File: config.mk
export PLATFORM = sky130hd
export DESIGN_NAME = mc_ctrl
export DESIGN_NICKNAME = d
export VERILOG_FILES = /design/src/rtl/mc_ctrl.sv
export SDC_FILE = /design/constraint.sdc
export NUM_CORES = 1
export LEC_CHECK = 0
export CAP_MARGIN = 20
export CORE_UTILIZATION = 40
export DETAILED_ROUTE_END_ITERATION = 10
export PLACE_DENSITY = 0.74
export SYNTH_ARGS = -nofsm -noshare
export SYNTH_HDL_FRONTEND = slang
export SYNTH_SLANG_ARGS = --single-unit
File: constraint.sdc
create_clock -name clk -period 2 [get_ports clk]
set_clock_uncertainty 0.1 [all_clocks]
set_input_delay 0.2 -clock clk [delete_from_list [all_inputs] [get_ports clk]]
set_output_delay 0.2 -clock clk [all_outputs]
set_load 0.005 [all_outputs]
File: src/rtl/mc_ctrl.sv
`default_nettype none
// ============================================================================
// mc_ctrl : multi-cycle IF/ID/EX/MEM/WB control FSM for the MIPS datapath
// Rev 1.0
// ============================================================================
module mc_ctrl #(
  parameter int TIMEOUT = 16
) (
  input  logic       clk,
  input  logic       reset,
  input  logic [5:0] opcode,
  input  logic [5:0] funct,
  input  logic       zero,
  input  logic       imem_ready,
  input  logic       dmem_ready,
  output logic       imem_re,
  output logic       dmem_re,
  output logic       dmem_we,
  output logic       ir_we,
  output logic       pc_we,
  output logic [1:0] npc_sel,
  output logic       reg_we,
  output logic [1:0] regdst,
  output logic [1:0] wdsel,
  output logic       alusrc,
  output logic       extop,
  output logic [1:0] aluop,
  output logic       instr_done,
  output logic       err
);

  localparam int CW = (TIMEOUT > 2) ? $clog2(TIMEOUT) : 1;
  localparam logic [CW-1:0] C_LAST = CW'(TIMEOUT - 1);

  typedef enum logic [2:0] {
    S_IF  = 3'd0,
    S_ID  = 3'd1,
    S_EX  = 3'd2,
    S_MEM = 3'd3,
    S_WB  = 3'd4,
    S_ERR = 3'd7
  } state_t;

  state_t        state, state_nxt;
  logic [CW-1:0] cnt;

  logic is_r, is_addu, is_subu, is_jr, is_nop;
  logic is_ori, is_lui, is_lw, is_sw, is_beq, is_j, is_jal, is_illegal;
  logic timed_out;

  assign is_r       = (opcode == 6'b000000);
  assign is_addu    = is_r && (funct == 6'b100001);
  assign is_subu    = is_r && (funct == 6'b100011);
  assign is_jr      = is_r && (funct == 6'b001000);
  assign is_nop     = is_r && (funct == 6'b000000);
  assign is_ori     = (opcode == 6'b001101);
  assign is_lui     = (opcode == 6'b001111);
  assign is_lw      = (opcode == 6'b100011);
  assign is_sw      = (opcode == 6'b101011);
  assign is_beq     = (opcode == 6'b000100);
  assign is_j       = (opcode == 6'b000010);
  assign is_jal     = (opcode == 6'b000011);
  assign is_illegal = !(is_addu || is_subu || is_jr || is_nop || is_ori || is_lui ||
                        is_lw || is_sw || is_beq || is_j || is_jal);
  assign timed_out  = (cnt == C_LAST);

  // Next state and state-gated enables; a ready in the last allowed cycle beats the timeout.
  always_comb begin
    state_nxt  = state;
    imem_re    = 1'b0;
    dmem_re    = 1'b0;
    dmem_we    = 1'b0;
    ir_we      = 1'b0;
    pc_we      = 1'b0;
    reg_we     = 1'b0;
    instr_done = 1'b0;
    case (state)
      S_IF: begin
        imem_re = 1'b1;
        if (imem_ready) begin
          ir_we     = 1'b1;
          pc_we     = 1'b1;
          state_nxt = S_ID;
        end else if (timed_out) begin
          state_nxt = S_ERR;
        end
      end
      S_ID: begin
        if (is_illegal) begin
          state_nxt = S_ERR;
        end else if (is_nop || is_j || is_jal || is_jr) begin
          pc_we      = !is_nop;
          reg_we     = is_jal;
          instr_done = 1'b1;
          state_nxt  = S_IF;
        end else begin
          state_nxt = S_EX;
        end
      end
      S_EX: begin
        if (is_beq) begin
          pc_we      = zero;
          instr_done = 1'b1;
          state_nxt  = S_IF;
        end else if (is_lw || is_sw) begin
          state_nxt = S_MEM;
        end else begin
          state_nxt = S_WB;
        end
      end
      S_MEM: begin
        dmem_re = is_lw;
        dmem_we = !is_lw;
        if (dmem_ready) begin
          instr_done = !is_lw;
          state_nxt  = is_lw ? S_WB : S_IF;
        end else if (timed_out) begin
          state_nxt = S_ERR;
        end
      end
      S_WB: begin
        reg_we     = 1'b1;
        instr_done = 1'b1;
        state_nxt  = S_IF;
      end
      S_ERR:   state_nxt = S_ERR;
      default: state_nxt = S_IF;
    endcase
    if (reset) begin
      imem_re    = 1'b0;
      dmem_re    = 1'b0;
      dmem_we    = 1'b0;
      ir_we      = 1'b0;
      pc_we      = 1'b0;
      reg_we     = 1'b0;
      instr_done = 1'b0;
    end
  end

  // Datapath selects follow the held IR; only the fetch cycle forces the PC+4 path.
  always_comb begin
    npc_sel = 2'd0;
    if (state != S_IF) begin
      if (is_beq)             npc_sel = 2'd1;
      else if (is_j || is_jal) npc_sel = 2'd2;
      else if (is_jr)         npc_sel = 2'd3;
    end
    regdst = is_jal ? 2'd2 : (is_r ? 2'd1 : 2'd0);
    wdsel  = is_jal ? 2'd2 : (is_lw ? 2'd1 : 2'd0);
    alusrc = is_ori || is_lui || is_lw || is_sw;
    extop  = is_lw || is_sw || is_beq;
    if (is_subu || is_beq) aluop = 2'd1;
    else if (is_ori)       aluop = 2'd2;
    else if (is_lui)       aluop = 2'd3;
    else                   aluop = 2'd0;
  end

  always_ff @(posedge clk or posedge reset) begin
    if (reset) begin
      state <= S_IF;
      cnt   <= '0;
      err   <= 1'b0;
    end else begin
      state <= state_nxt;
      if (state_nxt != state)
        cnt <= '0;
      else if (state == S_IF || state == S_MEM)
        cnt <= cnt + 1'b1;
      if (state_nxt == S_ERR)
        err <= 1'b1;
    end
  end

endmodule
`default_nettype wire

After elaboration in Yosys (flattened, before gate mapping)
Cells that the tools add are included.
{"block": "word_totals", "mem_bits_rw": 0, "mem_count": 0, "wordCells": 100, "rom_bits": 0, "inputBits": 17, "reg_bits": 8, "latchBits": 0, "out_inout_bits": 18}
{"block": "classes", "n_mul": 0, "n_addsub": 1, "eq_ne": 18, "magnitude_cmp": 0, "shift": 0, "bitwise": 0, "n_reduce_logical": 32, "mux": 46, "div_mod_pow": 0}
{"op": "6-bit equality test (second input constant)", "count": 4}
{"op": "1-bit two-way mux", "count": 23}
{"op": "1-bit logical OR", "count": 21}
{"op": "3-bit two-way mux", "count": 7}
{"op": "2-bit two-way mux", "count": 10}
{"op": "6-bit by 4-bit equality test with 1-bit output (second input constant)", "count": 3}
{"op": "3-bit one-hot mux with 5 select lines", "count": 1}
{"op": "6-bit by 2-bit equality test with 1-bit output (second input constant)", "count": 2}
{"op": "6-bit zero test", "count": 2}
{"op": "3-bit equality test (second input constant)", "count": 3}
{"op": "4-bit two-way mux", "count": 2}
{"op": "3-bit by 2-bit equality test with 1-bit output (second input constant)", "count": 2}
{"op": "6-bit by 3-bit equality test with 1-bit output (second input constant)", "count": 1}
{"op": "4-bit by 1-bit adder with 4-bit output (second input constant)", "count": 1}
{"op": "4-bit equality test (second input constant)", "count": 1}
{"op": "1-bit logical AND", "count": 4}
{"op": "1-bit one-hot mux with 4 select lines", "count": 1}
{"op": "3-bit by 1-bit equality test with 1-bit output (second input constant)", "count": 1}
{"op": "3-bit zero test", "count": 1}
{"op": "3-bit inequality test", "count": 1}
{"op": "1-bit one-hot mux with 3 select lines", "count": 1}
{"op": "3-bit nonzero test", "count": 1}
{"op": "1-bit zero test", "count": 2}
{"op": "1-bit one-hot mux with 2 select lines", "count": 1}
{"op": "2-bit nonzero test", "count": 1}

Longest topological paths before layout
Gate-level depths: netlist (run 1).
{"block": "depth", "depth_word": 16, "mapped_depth": 6, "ltp_nobuf": 6}

Least setup slack after synthesis (run 1)
Ideal clock, no wire load.
{"block": "synth_path", "kind": "register to register", "startpoint": "register state[2]", "endpoint": "register cnt[1]", "setup_slack_ns": 0.324, "stages_incl_launch_ff": 6, "path_buffers": 0, "t_required_ns": 1.773, "setup_ns": 0.127, "period_less_slack_ns": 1.676, "arrival_ns": 1.449, "path_cell_list": "dfrtp_1 or3_1 nor3_1 a211oi_2 o221ai_2 nor2_1"}
{"block": "synth_between", "elab_chain_len": 5, "elab_cells_between_ends": 13, "cone_classes": "eq/ne (5); mux (5); reduce/logical (3)"}
{"item": "start, declared", "line_no": "44", "text": "state_t state, state_nxt;"}
{"item": "start signal, assigned", "line_no": "164", "text": "state <= state_nxt;"}
{"item": "3-bit two-way mux", "line_no": "84, 117"}
{"item": "3-bit two-way mux, on equally long branches", "line_no": "114, 80"}
{"item": "3-bit one-hot mux with 5 select lines", "line_no": "77", "text": "case (state)"}
{"item": "3-bit inequality test", "line_no": "165", "text": "if (state_nxt != state)"}
{"item": "4-bit two-way mux or 2-bit nonzero test (tied branches)"}
{"item": "end signal, assigned", "line_no": "168", "text": "cnt <= cnt + 1'b1;"}
{"item": "end, declared", "line_no": "45", "text": "logic [CW-1:0] cnt;"}
Parallel ways exist; a longest one is shown, timed or not.
A chain may end at the register's enable or synchronous reset.

Worst setup path in the final report (run 1)
{"block": "layout_path", "startpoint": "input port funct[5]", "endpoint": "output port pc_we"}
{"block": "layout_between", "elab_chain_len": 15, "elab_cells_between_ends": 26, "cone_classes": "eq/ne (3); mux (4); reduce/logical (19)"}
{"item": "start, declared", "line_no": "12", "text": "input logic [5:0] funct,"}
{"item": "6-bit equality test, on equally long branches", "line_no": "52, 53"}
{"item": "1-bit logical AND, on equally long branches", "line_no": "52, 53"}
{"item": "1-bit logical OR (6 in series)", "line_no": "63", "text": "assign is_illegal = !(is_addu || is_subu || is_jr || is_nop || is_ori || is_lui ||"}
{"item": "1-bit logical OR (4 in series)", "line_no": "64", "text": "is_lw || is_sw || is_beq || is_j || is_jal);"}
{"item": "1-bit two-way mux (*)", "line_no": "89", "text": "if (is_illegal) begin"}
{"item": "1-bit one-hot mux with 3 select lines (*)", "line_no": "77"}
{"item": "1-bit two-way mux (*)", "line_no": "129", "text": "if (reset) begin"}
{"item": "end, declared", "line_no": "20", "text": "output logic pc_we,"}
Every way passes the cells marked *; elsewhere a longest branch is shown, timed or not.

==> impl_metrics.env, run 1 <==
export IMPL_class_of_the_worst_hold_path="primary input to async pin"
export IMPL_start_util_pct=44.5
export IMPL_clock_sink_count=8
export IMPL_seq_area_frac_synth_pct=21.8
export IMPL_num_vias=1230
export IMPL_avgRoutedWirePerCell_um=13.7
export IMPL_syn_avg_cell_area_um2=7.52
export IMPL_dp_final_hpwl_um=2330
export IMPL_critical_path_top_delay_family="simple AND/OR/NAND/NOR gates"
export IMPL_clockRootBuffer="sky130_fd_sc_hd__clkbuf_4"
export IMPL_syn_inst=122
export IMPL_synthesis_area_um2=917
export IMPL_dominantRegCellSynth="sky130_fd_sc_hd__dfrtp_1"
export IMPL_synth_ff_latch_count=8
export IMPL_critical_path_max_stage_delay_ps=430
export IMPL_clk_latency_ps=250
export IMPL_clk_path_buf_depth=2
export IMPL_drv_max_cap_violation_count=0
export IMPL_cts_buffers_inserted=3
export IMPL_maximum_number_of_pins_on_one_net_before_global_route_repair=17
export IMPL_area_inside_the_core_boundary_um2=2060
export IMPL_grt_pass1_wl_um=5140
export IMPL_route_final_wire_length_um=3040
export IMPL_grt_overflow=0
export IMPL_route_detailed_vias_per_inst=5.54
export IMPL_worstPathMaxFanout=3
export IMPL_drt_first_pass_iters=4
export IMPL_grtUsageTotal_pct=26.8
export IMPL_antenna_found_initial=0
export IMPL_postRouteAntennaNets=0
export IMPL_number_of_synthesis_warnings=0
export IMPL_insertedDiodeCount=0
export IMPL_vias_in_the_first_global_route=1222
export IMPL_cells_along_the_critical_path="clkdlybuf4s50_1 -> nor3_2 -> nand4_1 -> a21oi_2 -> mux2i_1 -> nor3_1 -> buf_2"
export IMPL_max_slew_worst_pin_slew_ps=408
export IMPL_layout_cells_most_common="sky130_fd_sc_hd__buf_4"
export IMPL_area_delta_synth_final_pct=79.8
export IMPL_die_area_um2=2490
export IMPL_period_minus_slack_ps=1960
export IMPL_highest_clock_rate_mhz=510
export IMPL_critPathRequiredTime_ps=1700
export IMPL_final_instance_count_excl_fill=222
export IMPL_worst_setup_path_start_kind="primary input"
export IMPL_hold_viol=0
export IMPL_synth_cell_types=48
export IMPL_post_cts_hold_buffer_count=0
export IMPL_horizontal_die_dimension_um=49.9
export IMPL_floorplan_rows=16
export IMPL_clock_tree_from_tritoncts="built"
export IMPL_slew_viol_final=0
export IMPL_ir_drop_uv=787
export IMPL_status="finished clean"
export IMPL_mappedNetlistNets=140
export IMPL_die_height_um=49.9
export IMPL_final_util_pct=80.0
export IMPL_p_leak_nw=0.835
export IMPL_post_route_drc_count=0
export IMPL_layout_nets=215
export IMPL_worst_setup_path_type="primary input to output pin"
export IMPL_worstSetupEndpointType="output pin"
export IMPL_synthArstFlopShare_pct=100
export IMPL_post_route_period_util_pct=98.1
export IMPL_h_tree_levels=1
export IMPL_slew_limit_headroom_pct=72.1
export IMPL_i_o_pin_count=35
export IMPL_power_per_cell_area_nw_per_um2=715
export IMPL_post_place_cells=207
export IMPL_setup_viol=0
export IMPL_cp_data_arrival_time_ps=1660
export IMPL_synth_enable_flop_cells=0
export IMPL_mostFrequentLayoutCells="sky130_fd_sc_hd__buf_4, sky130_fd_sc_hd__clkdlybuf4s50_1, sky130_fd_sc_hd__nor2_1, sky130_fd_sc_hd__inv_1, sky130_fd_sc_hd__nand2_1"
export IMPL_critical_path_n_buffers_inverters=2
export IMPL_port_buffers=34
export IMPL_worst_path_max_delay_cell="sky130_fd_sc_hd__clkdlybuf4s50_1"
export IMPL_clk_pin_slew_worst_paths_ps=50
export IMPL_share_of_layout_cells_above_drive_strength_1_pct=36.4
export IMPL_gpl_final_weighted_congestion=0.991
export IMPL_initialDrtViolationCount=40
where the power goes:
group	internal [W]	leakage, nW	switching, W
Clock	0.0000681	0.0138	0.0000473
Combinational	0.000394	0.722	0.000436
Sequential	0.000204	0.0997	0.0000279
metal layers:
layer / share of wire [%] / up-vias / track usage (%)
met5: 0 / - / 0
met4: 3.2 / 0 / 13.8
met3: 5.6 / 9 / 3.09
met2: 50 / 50 / 47.3
met1: 41 / 568 / 31.2
li1: - / 603 / -
registers in the layout, indices dropped and copies added, names as in the netlist:
register and count:
state 3, cnt 4, err 1
worst reg2reg max path, cell delays in order, from the launching register on:
cell and delay, ps:
sky130_fd_sc_hd__dfrtp_2 360, sky130_fd_sc_hd__buf_4 150, sky130_fd_sc_hd__buf_4 150, sky130_fd_sc_hd__inv_1 100, sky130_fd_sc_hd__a2111oi_4 410, sky130_fd_sc_hd__nand4_1 240, sky130_fd_sc_hd__o211ai_2 140, sky130_fd_sc_hd__a21o_1 130
synth_stat cells, drive strengths merged, types with 2 or more instances:
| cell | number | area [um^2] |
|---|---|---|
| nor3 | 8 | 40.0 |
| nor2b | 2 | 12.5 |
| a21oi | 7 | 35.0 |
| nand2 | 8 | 30.0 |
| a2111oi | 2 | 23.8 |
| mux2i | 2 | 20.0 |
| nand4b | 2 | 17.5 |
| a311oi | 2 | 17.5 |
| nor2 | 12 | 45.0 |
| buf | 7 | 38.8 |
| and2 | 2 | 12.5 |
| nand3 | 6 | 30.0 |
| nand4 | 5 | 31.3 |
| xor2 | 2 | 17.5 |
| and3b | 3 | 26.3 |
| and3 | 3 | 18.8 |
| dfrtp | 8 | 200 |
| inv | 9 | 33.8 |
| nand2b | 2 | 12.5 |
| o211ai | 3 | 27.5 |
| o21ai | 3 | 15.0 |
| nor4 | 4 | 46.3 |
| a211oi | 2 | 20.0 |
worst paths after layout:
check | from | to | slack [ps] | cells past startpoint
worst max-delay path | funct[5] | pc_we | 40 | 7
worst min-delay path | reset | cnt[1] | 210 | 3
worst max register to register | state[0] | err | 150 | 7
worst min register to register | err | err | 360 | 1
max in group asynchronous | reset | state[1] | 1450 | 3
min in group clk | err | err | 360 | 1
cell families (layout without fill, tap and decap cells):
logic type	after synthesis	in the layout	synth area share (%)
and+or+nand+nor	62	62	39.2
AOI/OAI and AO/OA	29	29	24.3
buffers and inverters	17	90	8.32
DFF	8	8	21.8
xor gates and xnor gates	3	3	2.87
muxes	2	2	2.18
adders and majority gates	1	1	1.36
layout make-up:
type | count | area (um^2)
well taps | 27 | 33.8
flip-flops and latches | 8 | 203
inverters | 9 | 33.8
multi-input cells | 97 | 698
repair buffers | 78 | 658
clock buffers | 3 | 22.5
fillers | 143 | 413
through the flow:
stage / cell area, um^2 / setup TNS [ps] / setup WS [ps] / power, W / hold slack [ps]
after global routing: 1650 / -7.59 / -4.71 / 0.00127 / 251
after CTS: 1630 / -57.4 / -57.4 / 0.00113 / 214
after global placement: 1490 / -6350 / -486 / 0.000957 / 346
after floorplan: 917 / 0 / 324 / 0.000695 / -76.0
after detailed placement: 1490 / -7350 / -545 / 0.000974 / 348
final: 1650 / 0 / 38.0 / 0.00118 / 208
repair_timing:
item	in CTS	in global routing
setup buffers	10	2
endpoints found under the hold margin	0	0
pin swaps	9	10
resized for setup	39	15
setup endpoints to repair	23	15
Note: power is estimated with default switching activity, not from simulation.
==> run 2, diff against run 1 <==
--- a/config.mk
+++ b/config.mk
@@ -8,6 +8,7 @@
 export CAP_MARGIN = 20
 export CORE_UTILIZATION = 40
 export DETAILED_ROUTE_END_ITERATION = 10
+export HOLD_SLACK_MARGIN = 0.08
 export PLACE_DENSITY = 0.74
 export SYNTH_ARGS = -nofsm -noshare
 export SYNTH_HDL_FRONTEND = slang
==> results of run 2 <==
Same layout as run 1: the final DEF is identical, and so are final timing and power.
==> run 3, diff against run 2 <==
--- a/config.mk
+++ b/config.mk
@@ -6,10 +6,13 @@
 export NUM_CORES = 1
 export LEC_CHECK = 0
 export CAP_MARGIN = 20
-export CORE_UTILIZATION = 40
+export CELL_PAD_IN_SITES_DETAIL_PLACEMENT = 1
+export CELL_PAD_IN_SITES_GLOBAL_PLACEMENT = 1
+export CORE_UTILIZATION = 30
 export DETAILED_ROUTE_END_ITERATION = 10
 export HOLD_SLACK_MARGIN = 0.08
-export PLACE_DENSITY = 0.74
+export PLACE_DENSITY_LB_ADDON = 0.1
+export SKIP_CTS_REPAIR_TIMING = 1
 export SYNTH_ARGS = -nofsm -noshare
 export SYNTH_HDL_FRONTEND = slang
 export SYNTH_SLANG_ARGS = --single-unit
==> impl_metrics.env, run 3 (synthesized netlist as in run 1, its figures left out) <==
export IMPL_slew_viol_final=0
export IMPL_total_power_of_the_final_layout_w=0.00133
export IMPL_setup_viol=0
export IMPL_antenna_found_initial=0
export IMPL_initialDrtViolationCount=35
export IMPL_placed_cell_area_um2=1520
export IMPL_post_place_cells=215
export IMPL_sw_share_pct=44.4
export IMPL_worst_setup_path_type="primary input to output pin"
export IMPL_h_tree_levels=1
export IMPL_die_area_um2=3280
export IMPL_top_regs="cnt (4), state (3), err (1)"
export IMPL_route_final_wire_length_um=3910
export IMPL_drt_first_pass_iters=7
export IMPL_dp_final_hpwl_um=2870
export IMPL_clockRootBuffer="sky130_fd_sc_hd__clkbuf_4"
export IMPL_highest_clock_rate_mhz=513
export IMPL_clock_sink_count=8
export IMPL_route_detailed_vias_per_inst=5.56
export IMPL_maximum_number_of_pins_on_one_net_before_global_route_repair=14
export IMPL_clock_tree_from_tritoncts="built"
export IMPL_cts_buffers_inserted=3
export IMPL_gpl_final_weighted_congestion=0.898
export IMPL_power_frac_clock_pct=9.5
export IMPL_final_instance_count_excl_fill=229
export IMPL_violated_checks="DRC"
export IMPL_cells_along_the_critical_path="clkbuf_2 -> nor4_4 -> buf_4 -> and3_4 -> buf_4 -> clkdlybuf4s50_1"
export IMPL_num_vias=1274
export IMPL_layout_nets=218
export IMPL_post_route_period_util_pct=97.4
export IMPL_worst_path_max_delay_cell="sky130_fd_sc_hd__clkdlybuf4s50_1"
export IMPL_port_buffers=34
export IMPL_critical_path_max_stage_delay_ps=490
export IMPL_area_delta_synth_final_pct=87.9
export IMPL_worstSetupEndpointType="output pin"
export IMPL_status="finished, violations left"
export IMPL_worstPathMaxFanout=5
export IMPL_power_report_internal_total_w=0.000737
export IMPL_power_combinational_fraction_pct=71.2
export IMPL_i_o_pin_count=35
export IMPL_hold_viol=0
export IMPL_register_containing_the_most_flip_flops_in_the_final_layout="cnt"
export IMPL_ir_drop_uv=623
export IMPL_critPathRequiredTime_ps=1700
export IMPL_floorplan_rows=19
export IMPL_grt_overflow=0
export IMPL_avgRoutedWirePerCell_um=17.1
export IMPL_die_height_um=57.3
export IMPL_vias_in_the_first_global_route=1311
export IMPL_slew_limit_headroom_pct=64.7
export IMPL_worst_setup_path_start_kind="primary input"
export IMPL_clk_latency_ps=260
export IMPL_insertedDiodeCount=0
export IMPL_critical_path_top_cell_by_count="sky130_fd_sc_hd__buf_4"
export IMPL_final_design_area_no_fill_um2=1720
export IMPL_grtUsageTotal_pct=23.0
export IMPL_clk_pin_slew_worst_paths_ps=60
export IMPL_horizontal_die_dimension_um=57.3
export IMPL_grt_setup_unrepaired="yes"
export IMPL_postRouteAntennaNets=0
export IMPL_largest_register_ff_count=4
export IMPL_clk_path_buf_depth=2
export IMPL_grt_pass1_wl_um=5950
export IMPL_mostFrequentLayoutCells="sky130_fd_sc_hd__buf_4, sky130_fd_sc_hd__dlymetal6s2s_1, sky130_fd_sc_hd__clkdlybuf4s50_1, sky130_fd_sc_hd__nor2_1, sky130_fd_sc_hd__inv_1"
export IMPL_start_util_pct=32.4
export IMPL_share_of_layout_cells_above_drive_strength_1_pct=38.4
export IMPL_final_util_pct=60.9
export IMPL_period_minus_slack_ps=1950
export IMPL_post_route_drc_count=2
export IMPL_max_slew_worst_pin_slew_ps=528
export IMPL_cp_data_arrival_time_ps=1650
export IMPL_class_of_the_worst_hold_path="primary input to async pin"
export IMPL_power_share_sequential_pct=19.3
export IMPL_layout_cells_most_common="sky130_fd_sc_hd__buf_4"
export IMPL_area_inside_the_core_boundary_um2=2830
export IMPL_power_per_cell_area_nw_per_um2=769
export IMPL_p_leak_nw=0.947
export IMPL_net_switching_power_w=0.000588
export IMPL_drv_max_cap_violation_count=0
-- run 3: worst paths after layout --
path,from,to,slack (ps),cells past startpoint
min in group clk,err,err,360,1
worst max register to register,state[2],err,100,6
worst min-delay path,reset,state[0],220,3
worst max-delay path,opcode[4],regdst[1],50,6
max in group asynchronous,reset,state[1],1430,3
worst min register to register,err,err,360,1
-- run 3: power groups by stage --
stage | logic, W | clock network [W] | registers [W]
3_5_place_dp | 0.000752 | 0 | 0.000276
2_1_floorplan | 0.000457 | 0 | 0.000237
3_3_place_gp | 0.000726 | 0 | 0.000273
6_report | 0.000944 | 0.000125 | 0.000256
5_1_grt | 0.00102 | 0.000138 | 0.000262
4_1_cts | 0.000758 | 0.000129 | 0.000277
-- run 3: final cells by class --
class / instances / area, um^2
Sequential cell: 8 / 204
Multi-Input combinational cell: 97 / 713
Timing Repair Buffer: 81 / 711
Fill cell: 345 / 1110
Tap cell: 31 / 38.8
Inverter: 9 / 33.8
Clock buffer: 3 / 22.5
-- run 3: through the flow --
stage               TNS [ps]  hold slack [ps]  worst slack [ps]
finish                     0              220              52.6
detailed placement     -7810              347              -666
CTS                    -6560              189              -671
global placement       -6040              343              -508
global route            -139              242             -35.8
floorplan                  0            -76.0               324
-- run 3: per-layer routing --
metal / part of all wire (%) / vias up / track usage (%)
met4: 0.79 / 0 / 2.79
met3: 4.3 / 6 / 4.76
met5: 0 / - / 0
met2: 49 / 37 / 41.5
li1: - / 610 / -
met1: 46 / 621 / 29.0
-- run 3: critical path, delay by kind of cell --
family	cells	cell delay, ps
AND/OR/NAND/NOR	2	510
buffers and inverters	4	920
